[src/rtl/lane_hazard_tracker_pkg.sv]
// Shared types and helpers for the lane/hazard collision tracker.
// Lane masks are passed to the helpers zero-extended to MASK_W bits, so LANES must not exceed MASK_W.
package lane_hazard_tracker_pkg;

    localparam int MASK_W = 32;

    typedef enum logic [1:0] {
        ST_ALIVE = 2'd0,
        ST_INVUL = 2'd1,
        ST_DEAD  = 2'd2
    } state_e;

    function automatic logic is_onehot(input logic [MASK_W-1:0] v);
        return (v != '0) && ((v & (v - MASK_W'(1))) == '0);
    endfunction

    function automatic logic lanes_overlap(input logic [MASK_W-1:0] a,
                                           input logic [MASK_W-1:0] b);
        return |(a & b);
    endfunction

endpackage

[src/rtl/lane_hazard_tracker_if.sv]
// Bus between the control FSM / draw path and the lane hazard tracker.
// All inputs are single-cycle strobes sampled on the rising clk edge; there is no back-pressure.
interface lane_hazard_tracker_if #(
    parameter int LANES   = 3,
    parameter int HAZARDS = 2,
    parameter int LIVES   = 2
);
    import lane_hazard_tracker_pkg::*;

    localparam int LW = $clog2(LIVES + 1);

    logic                       clear;
    logic                       player_load;
    logic [LANES-1:0]           player_lane_in;
    logic [HAZARDS-1:0]         hazard_load;
    logic [HAZARDS*LANES-1:0]   hazard_in;
    logic [HAZARDS-1:0]         check;
    logic [LANES-1:0]           player_pos;
    logic [HAZARDS*LANES-1:0]   hazard_pos;
    logic [HAZARDS-1:0]         hit;
    logic                       lane_err;
    logic [LW-1:0]              lives;
    logic                       explosion;
    logic                       game_over;
    state_e                     state;

    modport master (
        output clear, player_load, player_lane_in, hazard_load, hazard_in, check,
        input  player_pos, hazard_pos, hit, lane_err, lives, explosion, game_over, state
    );

    modport slave (
        input  clear, player_load, player_lane_in, hazard_load, hazard_in, check,
        output player_pos, hazard_pos, hit, lane_err, lives, explosion, game_over, state
    );

endinterface

[src/rtl/lane_hazard_tracker_hazard_channel.sv]
// One hazard channel: lane mask register, re-arm flag and one-shot hit pulse per check window.
module hazard_channel
    import lane_hazard_tracker_pkg::*;
#(
    parameter int LANES = 3
) (
    input  logic             clk,
    input  logic             restart_i,
    input  logic             enable_i,
    input  logic             load_i,
    input  logic [LANES-1:0] lane_i,
    input  logic             check_i,
    input  logic [LANES-1:0] player_pos_i,
    output logic [LANES-1:0] pos_o,
    output logic             hit_next_o,
    output logic             hit_o
);

    logic [LANES-1:0] pos_q;
    logic             arm_q;
    logic             hit_q;
    logic             check_en;
    logic             ovl;

    assign check_en   = check_i & enable_i;
    // Overlap uses registered values only, so a same-cycle load is seen by the next check.
    assign ovl        = lanes_overlap(MASK_W'(player_pos_i), MASK_W'(pos_q));
    assign hit_next_o = check_en & arm_q & ovl;

    always_ff @(posedge clk) begin
        if (restart_i) begin
            pos_q <= '0;
            arm_q <= 1'b1;
            hit_q <= 1'b0;
        end else begin
            if (load_i && enable_i) begin
                pos_q <= lane_i;
            end
            if (!check_en) begin
                arm_q <= 1'b1;
            end else if (hit_next_o) begin
                arm_q <= 1'b0;
            end
            hit_q <= hit_next_o;
        end
    end

    assign pos_o = pos_q;
    assign hit_o = hit_q;

endmodule

[src/rtl/lane_hazard_tracker.sv]
// Player lane register, hazard channels, and the lives / invulnerability / game-over FSM.
module lane_hazard_tracker
    import lane_hazard_tracker_pkg::*;
#(
    parameter int                 LANES       = 3,
    parameter int                 HAZARDS     = 2,
    parameter logic [HAZARDS-1:0] DAMAGE_MASK = HAZARDS'(2'b01),
    parameter int                 LIVES       = 2,
    parameter int                 HOLD_CYCLES = 50000000
) (
    input  logic                  clk,
    input  logic                  reset,
    lane_hazard_tracker_if.slave  bus
);

    localparam int LW = $clog2(LIVES + 1);
    localparam int CW = (HOLD_CYCLES > 1) ? $clog2(HOLD_CYCLES) : 1;
    localparam logic [LANES-1:0] PLAYER_RESET = LANES'(1) << (LANES / 2);

    logic               restart;
    logic               alive_en;
    logic               dmg;
    logic [HAZARDS-1:0] hit_next;
    logic [HAZARDS-1:0] hit_w;

    logic [LANES-1:0]   player_q, player_d;
    logic               err_q, err_d;
    logic [LW-1:0]      lives_q, lives_d;
    logic [CW-1:0]      cnt_q, cnt_d;
    state_e             state_q, state_d;

    assign restart  = reset | bus.clear;
    assign alive_en = (state_q != ST_DEAD);

    for (genvar g = 0; g < HAZARDS; g++) begin : g_chan
        hazard_channel #(.LANES(LANES)) u_chan (
            .clk          (clk),
            .restart_i    (restart),
            .enable_i     (alive_en),
            .load_i       (bus.hazard_load[g]),
            .lane_i       (bus.hazard_in[g*LANES +: LANES]),
            .check_i      (bus.check[g]),
            .player_pos_i (player_q),
            .pos_o        (bus.hazard_pos[g*LANES +: LANES]),
            .hit_next_o   (hit_next[g]),
            .hit_o        (hit_w[g])
        );
    end

    // Simultaneous damaging hits collapse into a single life-loss event.
    assign dmg = |(hit_next & DAMAGE_MASK);

    always_comb begin
        player_d = player_q;
        err_d    = 1'b0;
        if (bus.player_load && alive_en) begin
            if (is_onehot(MASK_W'(bus.player_lane_in))) begin
                player_d = bus.player_lane_in;
            end else begin
                err_d = 1'b1;
            end
        end
    end

    always_comb begin
        state_d = state_q;
        lives_d = lives_q;
        cnt_d   = cnt_q;
        case (state_q)
            ST_ALIVE: begin
                if (dmg) begin
                    if (lives_q > LW'(1)) begin
                        lives_d = lives_q - LW'(1);
                        cnt_d   = CW'(HOLD_CYCLES - 1);
                        state_d = ST_INVUL;
                    end else begin
                        lives_d = '0;
                        state_d = ST_DEAD;
                    end
                end
            end
            ST_INVUL: begin
                if (cnt_q == '0) begin
                    state_d = ST_ALIVE;
                end else begin
                    cnt_d = cnt_q - CW'(1);
                end
            end
            ST_DEAD: begin
                state_d = ST_DEAD;
            end
            default: begin
                state_d = ST_ALIVE;
            end
        endcase
    end

    always_ff @(posedge clk) begin
        if (restart) begin
            player_q <= PLAYER_RESET;
            err_q    <= 1'b0;
            lives_q  <= LW'(LIVES);
            cnt_q    <= '0;
            state_q  <= ST_ALIVE;
        end else begin
            player_q <= player_d;
            err_q    <= err_d;
            lives_q  <= lives_d;
            cnt_q    <= cnt_d;
            state_q  <= state_d;
        end
    end

    assign bus.player_pos = player_q;
    assign bus.hit        = hit_w;
    assign bus.lane_err   = err_q;
    assign bus.lives      = lives_q;
    assign bus.explosion  = (state_q != ST_ALIVE);
    assign bus.game_over  = (state_q == ST_DEAD);
    assign bus.state      = state_q;

endmodule

[src/flat_wrapper.sv]
// flat-port wrapper written by rule: the top's interface ports become plain ports
module lane_hazard_tracker_flat import lane_hazard_tracker_pkg::*;
#(
    parameter int                 LANES       = 3,
    parameter int                 HAZARDS     = 2,
    parameter logic [HAZARDS-1:0] DAMAGE_MASK = HAZARDS'(2'b01),
    parameter int                 LIVES       = 2,
    parameter int                 HOLD_CYCLES = 50000000
)
  (clk, reset, bus_clear, bus_player_load, bus_player_lane_in, bus_hazard_load, bus_hazard_in, bus_check, bus_player_pos, bus_hazard_pos, bus_hit, bus_lane_err, bus_lives, bus_explosion, bus_game_over, bus_state);
  lane_hazard_tracker_if #(.LANES(LANES), .HAZARDS(HAZARDS), .LIVES(LIVES)) bus_i ();
  input  logic clk;
  input  logic reset;
  input wire logic [$bits(bus_i.clear)-1:0] bus_clear;
  input wire logic [$bits(bus_i.player_load)-1:0] bus_player_load;
  input wire logic [$bits(bus_i.player_lane_in)-1:0] bus_player_lane_in;
  input wire logic [$bits(bus_i.hazard_load)-1:0] bus_hazard_load;
  input wire logic [$bits(bus_i.hazard_in)-1:0] bus_hazard_in;
  input wire logic [$bits(bus_i.check)-1:0] bus_check;
  output wire logic [$bits(bus_i.player_pos)-1:0] bus_player_pos;
  output wire logic [$bits(bus_i.hazard_pos)-1:0] bus_hazard_pos;
  output wire logic [$bits(bus_i.hit)-1:0] bus_hit;
  output wire logic [$bits(bus_i.lane_err)-1:0] bus_lane_err;
  output wire logic [$bits(bus_i.lives)-1:0] bus_lives;
  output wire logic [$bits(bus_i.explosion)-1:0] bus_explosion;
  output wire logic [$bits(bus_i.game_over)-1:0] bus_game_over;
  output wire logic [$bits(bus_i.state)-1:0] bus_state;
  assign bus_i.clear = bus_clear;
  assign bus_i.player_load = bus_player_load;
  assign bus_i.player_lane_in = bus_player_lane_in;
  assign bus_i.hazard_load = bus_hazard_load;
  assign bus_i.hazard_in = bus_hazard_in;
  assign bus_i.check = bus_check;
  assign bus_player_pos = bus_i.player_pos;
  assign bus_hazard_pos = bus_i.hazard_pos;
  assign bus_hit = bus_i.hit;
  assign bus_lane_err = bus_i.lane_err;
  assign bus_lives = bus_i.lives;
  assign bus_explosion = bus_i.explosion;
  assign bus_game_over = bus_i.game_over;
  assign bus_state = bus_i.state;
  lane_hazard_tracker #(.LANES(LANES), .HAZARDS(HAZARDS), .DAMAGE_MASK(DAMAGE_MASK), .LIVES(LIVES), .HOLD_CYCLES(HOLD_CYCLES)) u_core (.clk(clk), .reset(reset), .bus(bus_i));
endmodule
[config.mk]
export PLATFORM = sky130hd
export DESIGN_NAME = lane_hazard_tracker_flat
export DESIGN_NICKNAME = d
export VERILOG_FILES = /design/src/rtl/lane_hazard_tracker_pkg.sv /design/src/rtl/lane_hazard_tracker_if.sv /design/src/rtl/lane_hazard_tracker_hazard_channel.sv /design/src/rtl/lane_hazard_tracker.sv /design/src/flat_wrapper.sv
export SDC_FILE = /design/constraint.sdc
export NUM_CORES = 1
export LEC_CHECK = 0
export BUFFER_PORTS_ARGS = -buffer_cell sky130_fd_sc_hd__buf_2
export CELL_PAD_IN_SITES_DETAIL_PLACEMENT = 1
export CELL_PAD_IN_SITES_GLOBAL_PLACEMENT = 2
export CORE_ASPECT_RATIO = 0.75
export CORE_MARGIN = 2
export CORE_UTILIZATION = 36
export DETAILED_ROUTE_END_ITERATION = 8
export PLACE_DENSITY = 0.88
export SLEW_MARGIN = 10
export SYNTH_ARGS = -nofsm -noshare
export SYNTH_HDL_FRONTEND = slang
export SYNTH_SLANG_ARGS = --single-unit
[constraint.sdc]
create_clock -name clk -period 4.3 [get_ports clk]
set_clock_uncertainty 0.2 [all_clocks]
set_input_delay 0.215 -clock clk [delete_from_list [all_inputs] [get_ports clk]]
set_output_delay 0.215 -clock clk [all_outputs]
set_load 0.02 [all_outputs]
-- After elaboration in Yosys (flattened, before gate mapping)
Index checks and enable logic that the tools add are counted.
- add/sub/neg operators: 3
- $lt $le $gt $ge: 1
- equality and inequality tests: 7
- muxes and demuxes: 10
- bitwise operators: 13
- reductions and logical operators: 19
- operators by type and width (operator ; count):
    $mux W26 ; 3
    $reduce_or A32 Y1 ; 2
    $pmux W26 S2 ; 1
    $and A3 B32 Y32 ; 1
    $logic_not A32 Y1 ; 1
    $logic_not A26 Y1 ; 1
    $sub A26 B1 Y26 const B ; 1
    $mux W2 ; 4
    $and A1 B1 Y1 ; 6
    $and A3 B3 Y3 ; 2
    $ne A2 B1 Y1 const B ; 3
    $pmux W2 S3 ; 1
    $reduce_and A2 Y1 ; 3
    $reduce_or A2 Y1 ; 3
    $logic_and A1 B1 Y1 ; 4
    $ne A2 B2 Y1 const B ; 2
    $reduce_and A4 Y1 ; 1
    $reduce_bool A2 Y1 ; 2
    $sub A3 B1 Y4 const B ; 1
    $not A1 Y1 ; 3
    $reduce_bool A3 Y1 ; 1
    $eq A2 B1 Y1 const B ; 1
    $eq A2 B2 Y1 const B ; 1
    $gt A2 B1 Y1 const B ; 1
    other kinds (4) ; 4
- bits in registers: 44
- input bits: 17
- output and inout port bits: 18
- word-level logic and storage cells: 64

-- Longest topological paths before layout
- word-level depth: 6
- gate-level depth with buffers: 7

-- By module
A second synthesis with hierarchy kept.
- cells, all modules: 244
- area total of the unflattened synthesis: 2177.1 um^2
- by module, submodules not included (module ; instances ; cells each ; area each (um^2) ; seq. area each (um^2)):
    lane_hazard_tracker ; 1 ; 206 ; 1779.2 ; 680.7
    hazard_channel ; 2 ; 19 ; 198.9 ; 100.1

-- Worst setup path after synthesis
Ideal clock, no wire load.
- path kind: reg2reg
- start point: reg u_core.cnt_q[14]
- end point: reg u_core.cnt_q[23]
- library setup time: 74 ps
- arrival time: 2244 ps
- data required time: 4026 ps
- path slack: 1782 ps
- stages on the path, launching flop included: 7
- buffers on the path: 1
- clock period less this slack: 2518 ps
- cell sequence: dfxtp_1 or4_1 buf_2 or4_4 or3_1 or3_1 a31oi_1
- cells in the longest elaborated chain, start to end: 3
- elaborated cells between the ends (all ways): 6
- classes of those cells: add/sub: 1; eq/ne: 1; mux: 2; reduce/logical: 2
- ends and longest elaborated chain (what ; RTL line ; source):
    from (decl) ; lane_hazard_tracker.sv:29 ; logic [CW-1:0] cnt_q, cnt_d;
    from (signal assigned) ; lane_hazard_tracker.sv:109 ; cnt_q <= cnt_d;
    $sub A26 B1 Y26 / $logic_not A26 Y1 (equally long branches) ; lane_hazard_tracker.sv:86, lane_hazard_tracker.sv:83 ;
    $mux W26 / $ne A2 B2 Y1 (equally long branches) ; - ;
    $pmux W26 S2 / $reduce_and A4 Y1 (equally long branches) ; - ;
Several ways; a longest one is shown, not always the timed one. The select of a mux whose other input is x is not followed.
A chain may end at the register's enable or synchronous reset.

-- Worst setup path in the final report
Ends and elaborated chain as after synthesis.

==> flow_summary.yaml <==
placement:
  port_buffers: 34
  place.gp.congestion: 0.790
  dp.cells: 350
  hpwl_um: 4310
  placed_area_um2: 2330
critical_path:
  max_stage_delay_ns: 0.67
  crit_buf_inv: 0
  reg2regPathDepth: 5
  worst_ep_arrival_time_ns: 2.76
  cp_max_fo: 9
  worst_setup_path_end_kind: "flop"
  cp.required_ns: 4.32
  cp_cell_sequence: "or4_1 > or4_4 > o21ai_1 > o21ai_0 > a31oi_1"
  path_delay_family: "simple AND/OR/NAND/NOR gates"
  path_class: "flop to flop"
  cp.depth: 5
  crit_slowest_cell: "or4_1"
  start_kind: "flop"
  regToRegSetupSlack_ns: 1.56
detailed_routing:
  drtPass1Iterations: 4
  initialDrtViolationCount: 85
  ant_nets: 0
  viasPerCell: 5.56
  wl_um: 6250
  drc: 0
  vias: 2053
  routedWlPerCell_um: 16.9
final_layout:
  nets: 309
  antenna_cells: 0
  syn2layout_area_growth_pct: 18.9
  design_area_um2: 2540
  fin_cells: 369
  drive_above_1_share: 0.168
clock_tree:
  ctsLongestPathBuffers: 2
  clkSinkCount: 44
  cts_tree: "yes"
  clock_latency_ns: 0.29
  root_buffer: "clkbuf_8"
  cts_buffers: 5
  htreeDepth: 2
  ctsResizeCount: 0
  path_clk_slew_ns: 0.08
yosys:
  synth-seq-cells: 44
  synth_area_um2: 2140
  synth_fp_nets: 268
  postSynthAreaPerCell_um2: 8.56
  yosysWarnings: 0
  yosysSeqAreaShare: 0.412
  synth_cells: 250
  ys_types: 43
hold_path:
  hold_path.class: "primary input to flop"
  hold_path_depth: 3
timing:
  min_period_over_period: 0.637
  rsz0062_at_grt: "no"
  relSlewSlack: 0.358
  fmax_ghz: 0.365
  final-hold-violation-count: 0
  worst_pin_slew_ns: 0.956
  tns_ns: 0
  slew_viol_final: 0
  setup_viol: 0
  timing.hold.ws_ns: 0.0190
  period_needed_ns: 2.74
pwr:
  max-vdd-ir-drop_mv: 0.167
  p_per_area_nw_per_um2: 312
  p_leak_nw: 1.00
global_route:
  grt_start_max_net_pins: 31
  grt_pass1_wl_um: 10700
  overflow: 0
  grt.total_usage: 0.206
  grt_pass1_vias: 2042
  antenna_found_initial: 0
run:
  cap_viol_max_count: 0
floorplan:
  start_util: 0.371
  die_h_um: 70.8
  die_w_um: 93.0
  die_area_um2: 6580
  core-area_um2: 5770
  rows: 24
  ios: 35
status:
  status: "finished, final reports clean"
==> path summary, 6_finish.rpt <==
path                                 endpoint                              from
max                          u_core.cnt_q[23]                  u_core.cnt_q[14]
min          u_core.g_chan[1].u_chan.pos_o[2]                bus_hazard_load[1]
max reg2reg                  u_core.cnt_q[23]                  u_core.cnt_q[14]
min reg2reg  u_core.g_chan[0].u_chan.pos_o[1]  u_core.g_chan[0].u_chan.pos_o[1]
==> sequential cells by signal, indices dropped and copies added (netlist names) <==
register                    count
u_core.bus.lane_err             1
u_core.bus.lives                2
u_core.bus.player_pos           3
u_core.bus.state                2
u_core.cnt_q                   26
u_core.g_chan.u_chan.arm_q      2
u_core.g_chan.u_chan.hit_o      2
u_core.g_chan.u_chan.pos_o      6
==> layout by cell type, fill, tap and decap left out, types with 3 or more instances in the layout <==
cell type / n
nand2_1: 15
o211ai_1: 3
nor3_1: 10
a31oi_1: 8
or4_1: 8
o31ai_1: 6
or3_1: 9
nand4_1: 6
xor2_1: 11
buf_2: 34
inv_1: 8
nand4b_1: 4
a211oi_1: 3
o21ai_0: 7
dfxtp_1: 44
mux2i_1: 3
a21oi_1: 19
nor2_1: 21
dlygate4sd3_1: 12
nor3b_1: 3
clkbuf_8: 7
nor4_1: 8
nand3_1: 13
nand2b_1: 3
or2_2: 3
==> where the power goes <==
| part | internal (mW) | switching, mW |
|---|---|---|
| clock | 0.143 | 0.138 |
| combinational | 0.0355 | 0.0573 |
| sequential | 0.413 | 0.00610 |
| total | 0.592 | 0.202 |
==> layer usage <==
metal  vias to the layer above  wire (µm)  GRT usage
li1                       1025          -          -
met4                         0        129     0.0637
met1                       998       3110      0.299
met5                         -          0          0
met2                        20       2820      0.306
met3                        10        182     0.0458
==> cell families (layout without fill, tap and decap cells) <==
kind of cell	Yosys count	in the layout	synth area share
simple gates	112	112	0.296
compound gates	58	58	0.171
flops	44	44	0.412
buf+inv	20	61	0.0515
xor+xnor	12	12	0.0491
mux	3	3	0.0140
fa+ha+maj	1	1	0.00585
==> metrics by stage <==
stage / total power, mW / utilization / setup WS, ns
after floorplan: 0.485 / - / 1.78
after global placement: 0.509 / 0.404 / 1.67
after detailed placement: 0.511 / 0.404 / 1.57
after CTS: 0.796 / 0.441 / 1.53
after global routing: 0.835 / 0.441 / 1.34
final: 0.794 / 0.441 / 1.56
==> what timing repair did <==
action | 4_1_cts | 5_1_grt
hold buffers | 12 | 0
endpoints found under the hold margin | 12 | 0
setup buffers | 0 | 0
==> worst register-to-register path, delay by kind of cell (launching register included) <==
family          cells  cell delay [ns]
simple gates        2             1.25
flops               1             0.36
compound gates      3             0.84
==> synthesized netlist by cell type (all sizes together) <==
library cell	instances	share of area
a211oi	3	0.011
xor2	11	0.045
or2	3	0.0088
nand3b	2	0.0070
o311ai	2	0.0082
o31ai	6	0.021
nor4	8	0.023
a21oi	19	0.044
dfxtp	44	0.41
nand4	6	0.018
nand3	13	0.030
nor3	10	0.023
nand4b	4	0.016
xnor2	1	0.0041
nand2b	3	0.0088
and4	1	0.0047
o211ai	3	0.011
nor2	21	0.037
or4	10	0.039
or3	10	0.030
a311oi	2	0.0082
or4b	1	0.0047
or2b	1	0.0041
nand2	15	0.026
clkbuf	6	0.015
o21ai	8	0.019
mux2i	3	0.014
nor3b	3	0.011
o22ai	1	0.0029
nand4bb	1	0.0053
a222oi	2	0.0094
o21a	2	0.0070
a31oi	8	0.023
ha	1	0.0058
buf	6	0.022
inv	8	0.014
a21o	2	0.0070
==> cell type report <==
cell class	instances	area [µm²]
clock buffers	7	96.3
inverters	8	30.0
repair buffers	46	290
fillers	721	3220
well taps	78	97.6
multi-input cells	186	1150
flip-flops and latches	44	881
Power figures use the tool's default switching activity.
